### src/rtl/audio_adc_i2s_rx.sv
// I2S capture path for the WM8731 ADC: synchronises the codec-mastered serial bus,
// deserialises left/right words and queues stereo pairs in a show-ahead FIFO.
//
//   state | meaning
//   IDLE  | not aligned; waiting for LRCK 1->0 (start of a left word)
//   SKIP  | LRCK edge seen on the I2S delay bit; next rise carries the MSB
//   SHIFT | shifting data bits MSB first until DATA_WIDTH bits are in
//   HOLD  | word complete; ignoring remaining slot bits until the next LRCK edge

module audio_adc_i2s_rx #(
  parameter int DATA_WIDTH = 24,
  parameter int FIFO_DEPTH = 8
) (
  input  logic                          clk,
  input  logic                          reset,
  input  logic                          enable,
  input  logic                          aud_bclk,
  input  logic                          aud_adclrck,
  input  logic                          aud_adcdat,
  output logic                          out_valid,
  input  logic                          out_ready,
  output logic [DATA_WIDTH-1:0]         out_left,
  output logic [DATA_WIDTH-1:0]         out_right,
  output logic [$clog2(FIFO_DEPTH):0]   fifo_level,
  output logic                          overflow,
  output logic                          frame_err,
  input  logic                          clear_flags
);

  localparam int AW = $clog2(FIFO_DEPTH);
  localparam int CW = $clog2(DATA_WIDTH);
  localparam logic [CW-1:0] LAST_BIT = CW'(DATA_WIDTH - 1);
  localparam logic [AW:0]   FULL_LVL = (AW + 1)'(FIFO_DEPTH);

  typedef enum logic [1:0] {IDLE, SKIP, SHIFT, HOLD} state_t;

  logic [1:0] bclk_sync;
  logic [1:0] lrck_sync;
  logic [1:0] dat_sync;
  logic       bclk_prev;

  always_ff @(posedge clk) begin
    if (reset) begin
      bclk_sync <= '0;
      lrck_sync <= '0;
      dat_sync  <= '0;
      bclk_prev <= 1'b0;
    end else begin
      bclk_sync <= {bclk_sync[0], aud_bclk};
      lrck_sync <= {lrck_sync[0], aud_adclrck};
      dat_sync  <= {dat_sync[0], aud_adcdat};
      bclk_prev <= bclk_sync[1];
    end
  end

  logic                  bclk_rise;
  logic                  lrck_now;
  logic                  dat_now;
  logic                  lrck_prev;
  logic                  lrck_edge;
  logic [DATA_WIDTH-1:0] shreg;
  logic [DATA_WIDTH-1:0] word;

  assign bclk_rise = bclk_sync[1] & ~bclk_prev;
  assign lrck_now  = lrck_sync[1];
  assign dat_now   = dat_sync[1];
  assign lrck_edge = lrck_now != lrck_prev;
  assign word      = {shreg[DATA_WIDTH-2:0], dat_now};

  state_t                state;
  logic                  chan;
  logic [CW-1:0]         bitcnt;
  logic [DATA_WIDTH-1:0] left_word;
  logic                  push_req;
  logic [DATA_WIDTH-1:0] push_left;
  logic [DATA_WIDTH-1:0] push_right;

  always_ff @(posedge clk) begin
    if (reset) begin
      state      <= IDLE;
      chan       <= 1'b0;
      bitcnt     <= '0;
      shreg      <= '0;
      left_word  <= '0;
      lrck_prev  <= 1'b0;
      push_req   <= 1'b0;
      push_left  <= '0;
      push_right <= '0;
      frame_err  <= 1'b0;
    end else begin
      push_req <= 1'b0;
      if (clear_flags)
        frame_err <= 1'b0;
      if (bclk_rise)
        lrck_prev <= lrck_now;

      if (!enable) begin
        state <= IDLE;
      end else if (bclk_rise) begin
        case (state)
          IDLE: begin
            if (lrck_prev && !lrck_now) begin
              state <= SKIP;
              chan  <= 1'b0;
            end
          end
          SKIP: begin
            if (lrck_edge) begin
              // short word: drop everything and realign on a left word
              frame_err <= 1'b1;
              chan      <= 1'b0;
              left_word <= '0;
              state     <= lrck_now ? IDLE : SKIP;
            end else begin
              shreg  <= word;
              bitcnt <= CW'(1);
              state  <= SHIFT;
            end
          end
          SHIFT: begin
            if (lrck_edge) begin
              frame_err <= 1'b1;
              chan      <= 1'b0;
              left_word <= '0;
              state     <= lrck_now ? IDLE : SKIP;
            end else begin
              shreg <= word;
              if (bitcnt == LAST_BIT) begin
                if (chan) begin
                  push_req   <= 1'b1;
                  push_left  <= left_word;
                  push_right <= word;
                end else begin
                  left_word <= word;
                end
                state <= HOLD;
              end else begin
                bitcnt <= bitcnt + CW'(1);
              end
            end
          end
          HOLD: begin
            if (lrck_edge) begin
              state <= SKIP;
              chan  <= ~chan;
            end
          end
          default: state <= IDLE;
        endcase
      end
    end
  end

  logic [DATA_WIDTH-1:0] mem_l [FIFO_DEPTH];
  logic [DATA_WIDTH-1:0] mem_r [FIFO_DEPTH];
  logic [AW-1:0]         wr_ptr;
  logic [AW-1:0]         rd_ptr;
  logic                  full;
  logic                  pop;
  logic                  wr_en;
  logic                  drop;

  assign full  = fifo_level == FULL_LVL;
  assign pop   = out_valid & out_ready;
  // a full FIFO still accepts a push when the head leaves in the same cycle
  assign wr_en = push_req & (~full | pop);
  assign drop  = push_req & full & ~pop;

  always_ff @(posedge clk) begin
    if (wr_en) begin
      mem_l[wr_ptr] <= push_left;
      mem_r[wr_ptr] <= push_right;
    end
  end

  always_ff @(posedge clk) begin
    if (reset) begin
      wr_ptr     <= '0;
      rd_ptr     <= '0;
      fifo_level <= '0;
      overflow   <= 1'b0;
    end else begin
      if (wr_en)
        wr_ptr <= wr_ptr + AW'(1);
      if (pop)
        rd_ptr <= rd_ptr + AW'(1);
      case ({wr_en, pop})
        2'b10:   fifo_level <= fifo_level + (AW + 1)'(1);
        2'b01:   fifo_level <= fifo_level - (AW + 1)'(1);
        default: fifo_level <= fifo_level;
      endcase
      if (clear_flags)
        overflow <= 1'b0;
      if (drop)
        overflow <= 1'b1;
    end
  end

  assign out_valid = fifo_level != '0;
  assign out_left  = out_valid ? mem_l[rd_ptr] : '0;
  assign out_right = out_valid ? mem_r[rd_ptr] : '0;

endmodule

### config.mk
export PLATFORM = sky130hd
export DESIGN_NAME = audio_adc_i2s_rx
export DESIGN_NICKNAME = d
export VERILOG_FILES = /design/src/rtl/audio_adc_i2s_rx.sv
export SDC_FILE = /design/constraint.sdc
export NUM_CORES = 1
export LEC_CHECK = 0
export CAP_MARGIN = 20
export CORE_MARGIN = 3
export CORE_UTILIZATION = 35
export CTS_BUF_LIST = sky130_fd_sc_hd__clkbuf_8
export DETAILED_ROUTE_END_ITERATION = 16
export PLACE_DENSITY_LB_ADDON = 0.05
export SETUP_SLACK_MARGIN = 0.1
export SLEW_MARGIN = 15
export SYNTH_ARGS = -nofsm -noshare
export SYNTH_HDL_FRONTEND = slang
export SYNTH_SLANG_ARGS = --single-unit
### constraint.sdc
create_clock -name clk -period 6.7 [get_ports clk]
set_input_delay 1.005 -clock clk [delete_from_list [all_inputs] [get_ports clk]]
set_output_delay 1.005 -clock clk [all_outputs]
set_load 0.01 [all_outputs]
Word-level counts from Yosys, hierarchy flattened
Memories as Yosys holds them, arrays and structs flattened. A register that Yosys moved wholly into a read port is not among the register bits. Cells that the tools add are included.

$add $sub $neg: 5. Eq/ne operators: 17. Multiplexer cells: 37. Bitwise logic cells: 15. Reductions and logical operators: 16.

Operators with widths (number): 24-bit 2-to-1 mux (6); 24-bit case mux with 2 select lines (1); 6-bit AND reduction (3); 5-bit 2-to-1 mux (3); 1-bit 2-to-1 mux (14); 3-bit 2-to-1 mux (4); 2-bit != test (second input constant) (6); 2-bit 2-to-1 mux (5); 5-bit case mux with 2 select lines (1); 1-bit NOT (9); 2-bit case mux with 4 select lines (1); 4-bit case mux with 2 select lines (1); 4-bit AND reduction (2); 3-bit by 1-bit adder with 3-bit output (second input constant) (2); 2-bit equality test (second input constant) (3); 3-bit != test (second input constant) (2); 2-bit nonzero test (3); 6-bit OR reduction (1); 5-bit by 1-bit adder with 5-bit output (second input constant) (1); 1-bit bitwise AND (5); 5-bit equality test (second input constant) (1); 5-bit AND reduction (1); 4-bit by 1-bit adder with 4-bit output (second input constant) (1); 2-bit by 1-bit equality test with 1-bit output (second input constant) (2); other kinds (11) (12).

Bits in registers: 124. Bits in writable memories: 384. Input port bits: 8. Output and inout bits: 55. Logic and storage cells: 110. Memories kept: 2.

Memory list: mem_l (words 8, width 24, read ports 1, clocked after Yosys merged registers in 1, wr ports 1, line 154) `logic [DATA_WIDTH-1:0] mem_l [FIFO_DEPTH];`; mem_r (words 8, width 24, read ports 1, clocked after Yosys merged registers in 1, wr ports 1, line 155) `logic [DATA_WIDTH-1:0] mem_r [FIFO_DEPTH];`.

Logic depth before layout (Yosys ltp)
Gate-level depths: netlist of run 1.

Word-level depth: 6. Gate-level depth with buffers: 9. Mapped depth without buffers: 8.

Worst setup path after synthesis of run 1
Ideal clock, no wire load.

Path type: input to register. Start: in out_ready. End: mem mem_l[0][0] (enable). Setup time: 0.513 ns. Data arrival time: 4.870 ns. Required time: 6.187 ns. Slack: 1.318 ns. Cell stages on the path: 4. Path buffers: 0. Path through: nand2b_1 > o21ai_1 > or2_2 > nor3_1.

Longest elaborated chain between the ends: 5.

Ends and longest elaborated chain: start: declaration (line 21) `input logic out_ready,`; 1-bit bitwise AND (line 164) `assign pop = out_valid & out_ready;`; 1-bit bitwise OR (line 166) `assign wr_en = push_req & (~full | pop);`; 1-bit bitwise AND (line 166); 1-bit 2-to-1 mux (line 170) `if (wr_en) begin`; 1-bit 2-to-1 mux (implied by the code) (line 171) `mem_l[wr_ptr] <= push_left;`; end: declaration (line 154).

Every way passes these cells.

==> summary.md, run 1 <==
| Metric | Value |
|---|---|
| WS Path Type | flop to primary output |
| Top FF cell, synth | edfxtp_1 |
| Clock buffer depth | 3 |
| Slowest cell on the critical path | dfxtp_4 |
| Full die area | about 58000 um2 |
| Sequential share of power | 0.554 |
| Final setup TNS | 0 ns |
| CP max FO | 52 |
| Rows | 85 |
| Die width | about 240 um |
| Vias in the first global route | about 11000 |
| Final setup violation count | 0 |
| Dpl cell area | a little over 20000 um2 |
| Clk pwr share | 0.432 |
| Sequential-to-total area share from yosys stat | 0.726 |
| Fin crit share | 0.671 |
| GPL Wtd Cong | roughly 0.7 |
| Largest area contributor in the netlist | edfxtp_1 |
| Sw Ratio | 0.211 |
| Status | complete, no violations |
| Synth unique cells | between 50 and 60 |
| Final Critical Period | about 4.5 ns |
| Pwr dens | 271 nW/um2 |
| Root Driver | clkbuf_8 |
| Post-synth top area share | 0.595 |
| Routed len/inst | 21.2 um |
| Via count | 10109 |
| Setup crit start kind | flop |
| First-pass GRT wire length | approximately 68000 um |
| Worst slew pin tran | between 1 and 1.5 ns |
| Endpoints failing hold | 0 |
| Avg Cell Area, Syn | 16.6 um2 |
| Int Pwr | 4800 uW |
| #FFs+latches synth | between 500 and 600 |
| CP required | around 5.7 ns |
| Post-layout worst setup margin | ~2.2 ns |
| Clk slew on worst S/H paths | approximately 0.050 ns |
| Max Cap Viol | 0 |
| Min-delay worst type | flop to flop |
| Synth warn | 0 |
| Routed wire length | ~44000 um |
| Syn nets | roughly 1200 |
| All-Layer GR Usage | 0.157 |
| Post-CTS Setup Inserts | 0 |
| CTS tree | yes |
| Vias per inst | ~4.9 |
| Arrival @ worst endpoint | approximately 3.5 ns |
| Max Fclk | approximately 0.22 GHz |
| Cells along the critical path | buf_4 -> mux4_2 -> mux2i_1 -> nor2_1 -> clkdlybuf4s50_1 |
| Post-detail-place hpwl | between 20000 and 25000 um |
| Setup WS pre-CTS | around 2.6 ns |
| Crit end category | primary output |
| Max VDD drop | between 0.1 and 0.15 mV |
| Worst path max stage delay | 0.90 ns |
| Most frequent cell after synthesis | edfxtp_1 |
| Largest cells by area after synthesis | edfxtp_1, dfxtp_1, mux4_2 |
| Area delta synth->final | 15.8% |
| Post-synth EDFFs | 384 |
| Share of layout cells above drive strength 1 | 0.183 |
| Initial antenna violation count | 1 |
| Worst rel slew slack | 0.308 |
| Final std cell area, no fill | 22400 um2 |
| Clock skew | roughly 0.017 ns |
| H-tree depth | 3 |
| Chip height | 241 um |
| Most frequent cells after synthesis | edfxtp_1, nand2_1, dfxtp_1, mux4_2, a21oi_1 |
| Cts repair resizes | 0 |
| Largest net degree at the start of global routing | 70 |
| DR pass1 iterations | 4 |
| Total global routing overflow | 0 |
| Comb pwr share | 0.014 |
| Drt initial violations | 606 |
| Antenna-violating nets left | 0 |
| Later-pin clock latency in the skew report | between 0.6 and 0.7 ns |
| Clock buffer count from CTS | a little under 90 |
| Cell count after synthesis | ~1200 |
| Core Area | 54300 um2 |
| Number of remaining DRC errors | 0 |
| Mapped cell area | 19400 um2 |
| # hold bufs at CTS | 0 |
| Nets | about 1300 |
| Asr flop ratio synth | 0 |
| Switching power | 1280 uW |
| Leakage | around 0.0080 uW |
| Clock Sinks | 511 |
| Port bufs | between 60 and 70 |
| Unrepaired setup endpoints after global routing | false |
| Initial Util | 0.357 |
| Max Slew Vio Count | 0 |
| IO Pins | 63 |
==> per-layer routing <==
metal,global-route usage,share of wire,vias to the layer above
li1,-,-,4681
met1,0.200,0.44,5205
met2,0.271,0.51,167
met3,0.0298,0.036,56
met4,0.0523,0.018,0
met5,0,0,-
==> metrics by stage <==
stage / power [uW] / cells / utilization / hold WS (ns)
floorplan: 3500 / 1168 / - / 0.414
global placement: 3530 / 1914 / 0.382 / 0.423
detailed placement: 3530 / 1914 / 0.382 / 0.426
CTS: 6200 / 2078 / 0.413 / 0.440
global route: 6340 / 2079 / 0.413 / 0.468
finish: 6090 / 2079 / 0.413 / 0.433
==> cell usage in the layout (no fill, tap or decap), drive strengths merged, types with 19 or more instances in the layout <==
cell type / netlist / final
edfxtp: 384 / 384
nand2: 153 / 153
dfxtp: 127 / 127
clkbuf: 33 / 101
mux4: 96 / 96
a21oi: 81 / 81
nor2: 75 / 75
clkdlybuf4s50: 0 / 61
mux2i: 51 / 51
inv: 7 / 50
a22o: 24 / 24
buf: 40 / 19
==> worst paths after layout <==
kind / from / to / slack (ns) / depth (start not counted)
worst max-delay path: flop / out_left[20] / 2.20 / 5
worst min-delay path: lrck_sync[0] / lrck_sync[1] / 0.43 / 1
worst max register to register: fifo_level[2] / mem_l[2][0] / 3.73 / 5
worst min register to register: lrck_sync[0] / lrck_sync[1] / 0.43 / 1
==> critical path: cells and delay by family (launching register included) <==
kind / cells / cell delay, ns
multiplexers: 2 / 0.58
buffers and inverters: 2 / 1.22
flip-flops: 1 / 0.90
AND/OR/NAND/NOR: 1 / 0.07
==> area by class of cell <==
class / count / area [um2]
fillers: 4965 / 31900
flip-flops and latches: 511 / 14100
multi-input cells: 577 / 4980
clock buffers: 101 / 1390
well taps: 739 / 925
repair buffers: 80 / 766
clock inverters: 63 / 275
inverters: 7 / 26.3
diodes: 1 / 2.50
==> power groups by stage <==
stage | Combinational (uW) | Clock (uW) | Sequential, uW
after floorplan | 72.5 | 0 | 3430
after global placement | 90.8 | 0 | 3440
after detailed placement | 91.0 | 0 | 3440
after CTS | 91.1 | 2730 | 3370
after global routing | 96.6 | 2880 | 3370
final | 86.1 | 2630 | 3370
==> state kept, by name (all words and copies together) (netlist names), named ones only <==
| name | count |
|---|---|
| state | 2 |
| overflow | 1 |
| push_right | 24 |
| push_req | 1 |
| bitcnt | 5 |
| bclk_sync | 2 |
| left_word | 24 |
| lrck_prev | 1 |
| push_left | 24 |
| dat_sync | 2 |
| mem_r | 192 |
| frame_err | 1 |
| mem_l | 192 |
| fifo_level | 4 |
| bclk_prev | 1 |
| lrck_sync | 2 |
| wr_ptr | 3 |
| rd_ptr | 3 |
| chan | 1 |
| shreg | 23 |
==> kinds of logic after synthesis <==
logic type                 after synthesis  share of synthesized area
adders and majority gates               11                    0.00710
buffers and inverters                   80                     0.0203
and+or+nand+nor                        286                     0.0642
AOI/OAI and AO/OA                      126                     0.0413
muxes                                  149                      0.139
xor gates and xnor gates                 5                    0.00226
DFF                                    511                      0.726
Note: power is estimated with default switching activity, not from simulation.
==> run 2: changes to the inputs <==
==> constraint.sdc (replaced) <==
create_clock -name clk -period 3.7 [get_ports clk]
set_input_delay 0.555 -clock clk [delete_from_list [all_inputs] [get_ports clk]]
set_output_delay 0.555 -clock clk [all_outputs]
set_load 0.01 [all_outputs]
==> run 2 against run 1 <==
  * Core utilization grew 0.49 points
  * Flip-flop and latch count is the same
  * Power grew 81%
  * Largest cell class unchanged
==> summary.md, run 2 (synthesis results as in run 1) <==
| Metric | Value |
|---|---|
| Cells along the critical path | buf_12 -> mux4_2 -> mux2i_1 -> nor2_1 -> clkdlybuf4s50_1 |
| Worst Path Buf+Inv | 2 |
| Largest net degree at the start of global routing | 54 |
| Worst slew pin tran | 0.819 ns |
| Fin crit share | 0.922 |
| Status | complete, no violations |
| Arrival @ worst endpoint | 2.86 ns |
| Clock Sinks | 511 |
| Routed wire length | between 40000 and 50000 um |
| Leakage | between 0.008 and 0.009 uW |
| Die width | about 240 um |
| Later-pin clock latency in the skew report | 0.64 ns |
| Vias in the first global route | 10958 |
| Most frequent cells in the layout | edfxtp_1, nand2_1, dfxtp_1, mux4_2, clkbuf_8 |
| Post-detail-place hpwl | about 24000 um |
| Share of layout cells above drive strength 1 | 0.193 |
| Final Critical Period | between 3 and 4 ns |
| Largest regs | mem_l: 192 flops, mem_r: 192 flops |
| CTS tree | yes |
| Crit end category | primary output |
| Total global routing overflow | 0 |
| Crit path max-delay family | multiplexers |
| Routed len/inst | between 20 and 25 um |
| Core Area | 54300 um2 |
| Full die area | around 58000 um2 |
| Max Cap Viol | 0 |
| GPL Wtd Cong | roughly 0.68 |
| Initial Util | 0.357 |
| Antenna-violating nets left | 0 |
| Root Driver | clkbuf_8 |
| Vias per inst | 4.84 |
| CP max FO | 35 |
| Nets | 1297 |
| # hold bufs at CTS | 0 |
| Max VDD drop | approximately 0.24 mV |
| Max Slew Vio Count | 0 |
| All-Layer GR Usage | 0.154 |
| IO Pins | 63 |
| Min-delay worst type | primary input to flop |
| Cts repair resizes | 0 |
| First-pass GRT wire length | between 60000 and 70000 um |
| Final Non-Filler Cells | 2089 |
| WS Path Type | flop to primary output |
| Max Fclk | approximately 0.29 GHz |
| Placed cells | about 1900 |
| Clock buffer count from CTS | 88 |
| Area delta synth->final | 17.1% |
| Clock buffer depth | 3 |
| DR pass1 iterations | 4 |
| Drt initial violations | around 450 |
| Rows | 85 |
| Slowest cell on the critical path | mux4_2 |
| Chip height | 241 um |
| Post-CTS Setup Inserts | 0 |
| Pwr dens | just under 500 nW/um2 |
| Setup crit start kind | flop |
| Worst rel slew slack | 0.452 |
| Final setup violation count | 0 |
| Via count | 10105 |
| Worst path max stage delay | roughly 0.54 ns |
| Clk slew on worst S/H paths | around 0.060 ns |
| Design Power | ~11000 uW |
| CP required | roughly 3.1 ns |
| Port bufs | 62 |
| Clock skew | 0.0236 ns |
| Unrepaired setup endpoints after global routing | false |
| Commonest non-fill, non-tap cell in the layout | edfxtp_1 |
| Number of remaining DRC errors | 0 |
| Endpoints failing hold | 0 |
| Initial antenna violation count | 0 |
| H-tree depth | 3 |
-- run 2: layout make-up --
| cell class | count | area, um2 |
|---|---|---|
| clock buffer | 95 | 1310 |
| multi-input combinational | 577 | 4990 |
| tap | 739 | 925 |
| timing repair buffer | 93 | 1030 |
| sequential | 511 | 14100 |
| clock inverter | 66 | 352 |
| antenna | 1 | 2.50 |
| inverter | 7 | 26.3 |
| fill | 4969 | 31600 |
-- run 2: metal layers --
metal / vias to the layer above / track usage / part of all wire / routed length [um]
met1: 5165 / 0.202 / 0.44 / 19200
li1: 4701 / - / - / -
met5: - / 0 / 0 / 0
met4: 0 / 0.0523 / 0.020 / 859
met3: 66 / 0.0301 / 0.038 / 1640
met2: 173 / 0.260 / 0.50 / 21600
-- run 2: path summary, 6_finish.rpt --
path / start / end / slack (ns) / cells past startpoint
hold reg to reg: bclk_sync[0] / bclk_sync[1] / 0.44 / 1
hold / removal: reset / push_right[8] / 0.19 / 2
setup reg to reg: fifo_level[0] / fifo_level[2] / 1.11 / 9
setup / recovery: flop / out_right[1] / 0.29 / 5
-- run 2: report_power, final --
part / switching [uW] / total (uW) / internal (uW)
Sequential: 7.56 / 6090 / 6090
Clock: 2200 / 4770 / 2570
Combinational: 107 / 177 / 70.3
Total: 2320 / 11000 / 8720
-- run 2: metrics by stage --
stage          setup WS (ns)  hold slack [ns]   util  setup TNS (ns)  area, um2
2_1_floorplan         -0.154            0.414      -          -21.50      19400
3_3_place_gp           0.806            0.423  0.387               0      21100
3_5_place_dp           0.807            0.429  0.387               0      21100
4_1_cts                0.199            0.115  0.418               0      22700
5_1_grt                0.195            0.163  0.418               0      22700
6_report               0.288            0.189  0.418               0      22700
==> run 3: changes to the inputs <==
--- a/config.mk
+++ b/config.mk
@@ -16,3 +16,4 @@
 export SYNTH_ARGS = -nofsm -noshare
 export SYNTH_HDL_FRONTEND = slang
 export SYNTH_SLANG_ARGS = --single-unit
+export TNS_END_PERCENT = 5
==> results of run 3 <==
No change in the layout: final DEF, timing and power equal those of run 2.
